$ cat src/rtl/pwm_multichannel_pkg.sv
// pwm_multichannel_pkg: shared mode enum and default sizing for the PWM block
package pwm_multichannel_pkg;
  typedef enum logic {MODE_EDGE, MODE_CENTER} mode_e;
  localparam int NCH_DEF = 4;
  localparam int CW_DEF = 8;
endpackage

$ cat src/rtl/pwm_channel.sv
// pwm_channel: one channel's active duty, comparator and registered/delayed output
module pwm_channel #(
  parameter int CW = 8
) (
  input  logic          clk,
  input  logic          reset,
  input  logic          en,
  input  logic          apply,
  input  logic [CW-1:0] duty_s,
  input  logic [CW-1:0] cnt,
  output logic          pwm_out,
  output logic          pwm_out_d
);
  logic [CW-1:0] duty_a;
  always_ff @(posedge clk or negedge reset)
    if (!reset) begin
      duty_a    <= '0;
      pwm_out   <= 1'b0;
      pwm_out_d <= 1'b0;
    end else begin
      if (apply) duty_a <= duty_s;
      pwm_out   <= en && (cnt < duty_a);
      pwm_out_d <= pwm_out;
    end
endmodule

$ cat src/rtl/pwm_multichannel.sv
// pwm_multichannel: shared edge/center-aligned counter with double-buffered period/duty
module pwm_multichannel
  import pwm_multichannel_pkg::*;
#(
  parameter int NCH = NCH_DEF,
  parameter int CW  = CW_DEF
) (
  input  logic              clk,
  input  logic              reset,
  input  logic              en,
  input  logic              mode,
  input  logic [CW-1:0]     period,
  input  logic [NCH*CW-1:0] duty,
  input  logic              load,
  output logic              pending,
  output logic              sync,
  output logic [NCH-1:0]    pwm_out,
  output logic [NCH-1:0]    pwm_out_d
);
  mode_e             mode_s, mode_a;
  logic [CW-1:0]     period_s, period_a, cnt, cnt_n;
  logic [NCH*CW-1:0] duty_s;
  logic              up, up_n, load_q, terminal, apply, top;
  always_comb begin
    top      = up && (cnt == period_a);
    terminal = en && ((period_a == '0) ||
               ((mode_a == MODE_EDGE) ? (cnt == period_a)
                                      : ((cnt == CW'(1)) && (!up || (period_a == CW'(1))))));
    apply    = pending && (terminal || (!en && load_q));
    cnt_n    = (!en || terminal) ? '0
             : ((mode_a == MODE_EDGE) || (up && !top)) ? cnt + CW'(1) : cnt - CW'(1);
    up_n     = (!en || terminal) ? 1'b1 : ((mode_a == MODE_CENTER) && top) ? 1'b0 : up;
  end
  always_ff @(posedge clk or negedge reset)
    if (!reset) begin
      mode_s   <= MODE_EDGE;
      mode_a   <= MODE_EDGE;
      period_s <= '0;
      period_a <= '0;
      duty_s   <= '0;
      pending  <= 1'b0;
      load_q   <= 1'b0;
      cnt      <= '0;
      up       <= 1'b1;
      sync     <= 1'b0;
    end else begin
      if (load) begin
        mode_s   <= mode_e'(mode);
        period_s <= period;
        duty_s   <= duty;
      end
      if (apply) begin
        mode_a   <= mode_s;
        period_a <= period_s;
      end
      pending <= load || (pending && !apply);
      load_q  <= load;
      cnt     <= cnt_n;
      up      <= up_n;
      sync    <= en && (cnt == '0) && up;
    end
  for (genvar i = 0; i < NCH; i++) begin : g_ch
    pwm_channel #(.CW(CW)) u_ch (
      .clk      (clk),
      .reset    (reset),
      .en       (en),
      .apply    (apply),
      .duty_s   (duty_s[i*CW +: CW]),
      .cnt      (cnt),
      .pwm_out  (pwm_out[i]),
      .pwm_out_d(pwm_out_d[i])
    );
  end
endmodule

$ cat config.mk
export PLATFORM = sky130hd
export DESIGN_NAME = pwm_multichannel
export DESIGN_NICKNAME = d
export VERILOG_FILES = /design/src/rtl/pwm_multichannel_pkg.sv /design/src/rtl/pwm_channel.sv /design/src/rtl/pwm_multichannel.sv
export SDC_FILE = /design/constraint.sdc
export NUM_CORES = 1
export LEC_CHECK = 0
export CAP_MARGIN = 20
export CORE_MARGIN = 3
export CORE_UTILIZATION = 50
export CTS_CLUSTER_SIZE = 10
export DETAILED_ROUTE_END_ITERATION = 12
export PLACE_DENSITY_LB_ADDON = 0.12
export SLEW_MARGIN = 0
export SYNTH_ARGS = -nofsm -noshare
export SYNTH_HDL_FRONTEND = slang
export SYNTH_HIERARCHICAL = 1
export SYNTH_SLANG_ARGS = --single-unit
$ cat constraint.sdc
create_clock -name clk -period 4 [get_ports clk]
set_input_delay 0.8 -clock clk [delete_from_list [all_inputs] [get_ports clk]]
set_output_delay 0.8 -clock clk [all_outputs]
set_load 0.02 [all_outputs]
==> results.sh <==
export IMPL_status="finished clean"
export IMPL_layout_drive_gt1_share_pct=15.76
export IMPL_min_path_type="register to register"
export IMPL_yosys_top_cells_area="dfrtp_1 (53%), mux2_2 (11%), ha_1 (8.3%)"
export IMPL_setup_viol=0
export IMPL_maxCapViolCount=0
export IMPL_ir_drop_mv=0.2212
export IMPL_drcViolationCount=0
export IMPL_p_leak_nw=2.483
export IMPL_period_share_pct=63.41
export IMPL_synthCells=417
export IMPL_worstMarginPinSlew_ns=0.9595
export IMPL_dp_hpwl_um=6042
export IMPL_p_int_mw=1.692
export IMPL_power_frac_clock_pct=25.8
export IMPL_wl_per_cell_um=14.66
export IMPL_gp_congestion=0.8499
export IMPL_worst_clock_skew_ns=0.009488
export IMPL_worstSetupPathType="register to register"
export IMPL_slew_headroom_pct=36.04
export IMPL_arrival_ns=2.82
export IMPL_drt_first_pass_iters=4
export IMPL_portBuffers=54
export IMPL_fin_util_pct=60.57
export IMPL_nets=548
export IMPL_fin_area_um2=5623
export IMPL_cts_tree="built"
export IMPL_cp_start_kind="register"
export IMPL_cp_max_fo=42
export IMPL_post_dp_cell_area_um2=5431
export IMPL_hold_buffers=0
export IMPL_synth_top_cells_by_count="dfrtp_1 (101), mux2_2 (45), nand2_1 (41), o21ai_0 (37), inv_1 (33)"
export IMPL_fin_hold_ws_ns=0.3788
export IMPL_wl_met1_um=3872
export IMPL_yosysTopAreaCell="dfrtp_1"
export IMPL_areaGrowthSynthToFinish_pct=17.18
export IMPL_swShare_pct=29.91
export IMPL_antenna_found_initial=0
export IMPL_power_switching_mw=0.7218
export IMPL_top_layer="met4"
export IMPL_grt_usage_pct=17.73
export IMPL_fillers=780
export IMPL_synth_top_area_share_pct=52.67
export IMPL_n_antenna_cell=0
export IMPL_synth_warnings=6
export IMPL_slew_viol_final=0
export IMPL_drt_wl_total_um=8870
export IMPL_max_freq_ghz=0.3942
export IMPL_die_height_um=104.0
export IMPL_die_w_um=104.0
export IMPL_cts_setup_buffers=0
export IMPL_syn_area_per_cell_um2=11.51
export IMPL_wl_met2_um=4518
export IMPL_cts_resized=0
export IMPL_clk_pin_slew_ns=0.10
export IMPL_clk_latency_ns=0.37
export IMPL_hold_viol_final=0
export IMPL_grt_pass1_vias=3240
export IMPL_regArea_um2=2554
export IMPL_via_per_inst=5.271
export IMPL_fp_row_count=35
export IMPL_seq_area_frac_synth_pct=53.22
export IMPL_grt_pass1_wl_um=15550
export IMPL_route_met3_wl_um=414
export IMPL_fp_dieArea_um2=10810
export IMPL_gr_total_overflow=0
export IMPL_cts_inserted_buffers=9
export IMPL_drt_initial_drc_count=120
export IMPL_ys_ff_latch=102
export IMPL_worstSetupEndpointType="register"
export IMPL_htreeDepth=3
export IMPL_start_util_pct=51.68
export IMPL_grt_max_degree=58
export IMPL_synthesis_area_um2=4798
export IMPL_ant_nets=0
export IMPL_ys_types=40
export IMPL_io_pins=55
export IMPL_pwr_share_seq_pct=53.5
export IMPL_p_per_area_nw_per_um2=429.2
export IMPL_p_total_mw=2.414
export IMPL_multiInputGateArea_um2=2029
export IMPL_synth_async_sr_flop_share_pct=100.0
export IMPL_rsz0062_at_grt="false"
export IMPL_critPathRequiredTime_ns=4.29
export IMPL_clock_path_buffers=2
export IMPL_num_vias=3189
export IMPL_core_area_um2=9284
export IMPL_synth_nets=494
export IMPL_ys_flop_type="dfrtp_1"
export IMPL_synth_most_common_cell="dfrtp_1"
export IMPL_period_minus_slack_ns=2.536
export IMPL_root_buffer="clkbuf_8"
export IMPL_finalSetupTns_ns=0
export IMPL_pwr_share_comb_pct=20.7
export IMPL_synth_edff_count=0
export IMPL_cts_sinks=102
==> power groups by stage <==
stage	sequential (mW)	clock [mW]	combinational, mW
after floorplan	1.29	0	0.344
after global placement	1.31	0	0.480
after detailed placement	1.31	0	0.502
after CTS	1.29	0.643	0.506
after global routing	1.31	0.690	0.571
final	1.29	0.623	0.499
==> final cells by class <==
class / instances / share of cell area [%]
Multi-Input combinational cell: 267 / 36.09
Clock inverter: 6 / 0.9568
Clock buffer: 10 / 2.448
Inverter: 33 / 2.203
Sequential cell: 102 / 45.42
Timing Repair Buffer: 58 / 10.01
Tap cell: 129 / 2.870
==> cells in the final DEF (no fill, tap or decap), types with 2 or more instances in the layout <==
master           instances
a21oi_1                  6
nor2_1                  16
nand2_1                 41
nand3_1                  6
o21ai_0                 37
o21a_1                   2
clkbuf_8                10
o21ai_1                  6
a211oi_2                 4
clkinv_4                 2
buf_4                    5
dfrtp_1                101
ha_1                    32
xnor2_1                  8
inv_1                   33
nor3_1                   6
mux2_1                   9
and3_1                   2
a211oi_1                 5
a21o_1                   4
and4_1                   2
clkdlybuf4s50_1         52
inv_6                    2
nand4_1                 10
nor2b_1                  8
mux2_2                  45
nor3b_1                  2
nor4_1                   4
==> worst paths after layout <==
check / start / endpoint / slack (ns) / depth (start not counted)
worst max register to register: cnt[3] / g_ch[1].u_ch/duty_a[2] / 1.46 / 8
worst min-delay path: g_ch[3].u_ch/pwm_out / g_ch[3].u_ch/pwm_out_d / 0.38 / 0
worst max-delay path: cnt[3] / g_ch[1].u_ch/duty_a[2] / 1.46 / 8
worst min register to register: g_ch[3].u_ch/pwm_out / g_ch[3].u_ch/pwm_out_d / 0.38 / 0
max in group asynchronous: reset / g_ch[2].u_ch/pwm_out / 2.70 / 2
min in group asynchronous: reset / cnt[5] / 0.49 / 1
==> sequential cells by signal, summed over array words and instances, names as in the netlist, 4 cells and up <==
register	count
g_ch.u_ch/pwm_out_d	4
duty_s	32
g_ch.u_ch/pwm_out	4
cnt	8
period_a	8
period_s	8
g_ch.u_ch/duty_a	32
==> worst max-delay path: stages, from the launching register on <==
cell and delay, ns:
dfrtp_1 0.59, nor4_1 0.42, nand4_1 0.16, o211ai_2 0.18
nor2_1 0.15, nor2_8 0.51, buf_4 0.30, nand2_1 0.06
o21ai_0 0.08
==> metrics by stage <==
stage | setup slack (ns) | instances
floorplan | 1.851 | 417
global placement | 1.226 | 589
detailed placement | 1.147 | 589
CTS | 1.452 | 605
global route | 1.149 | 605
finish | 1.464 | 605
==> layer usage <==
metal  vias to the layer above  track usage [%]
met4                         0            5.793
met1                      1560            23.11
li1                       1560                -
met3                         5            3.911
met2                        64            29.57
met5                         -                0
==> kinds of logic after synthesis <==
family	Yosys count	share of synthesized area [%]
buf+inv	48	4.485
fa+ha+maj	32	8.344
xor+xnor	9	1.643
mux	54	12.67
simple gates	102	10.67
flops	102	53.22
compound gates	70	8.970
(Power assumes the default switching activity.)
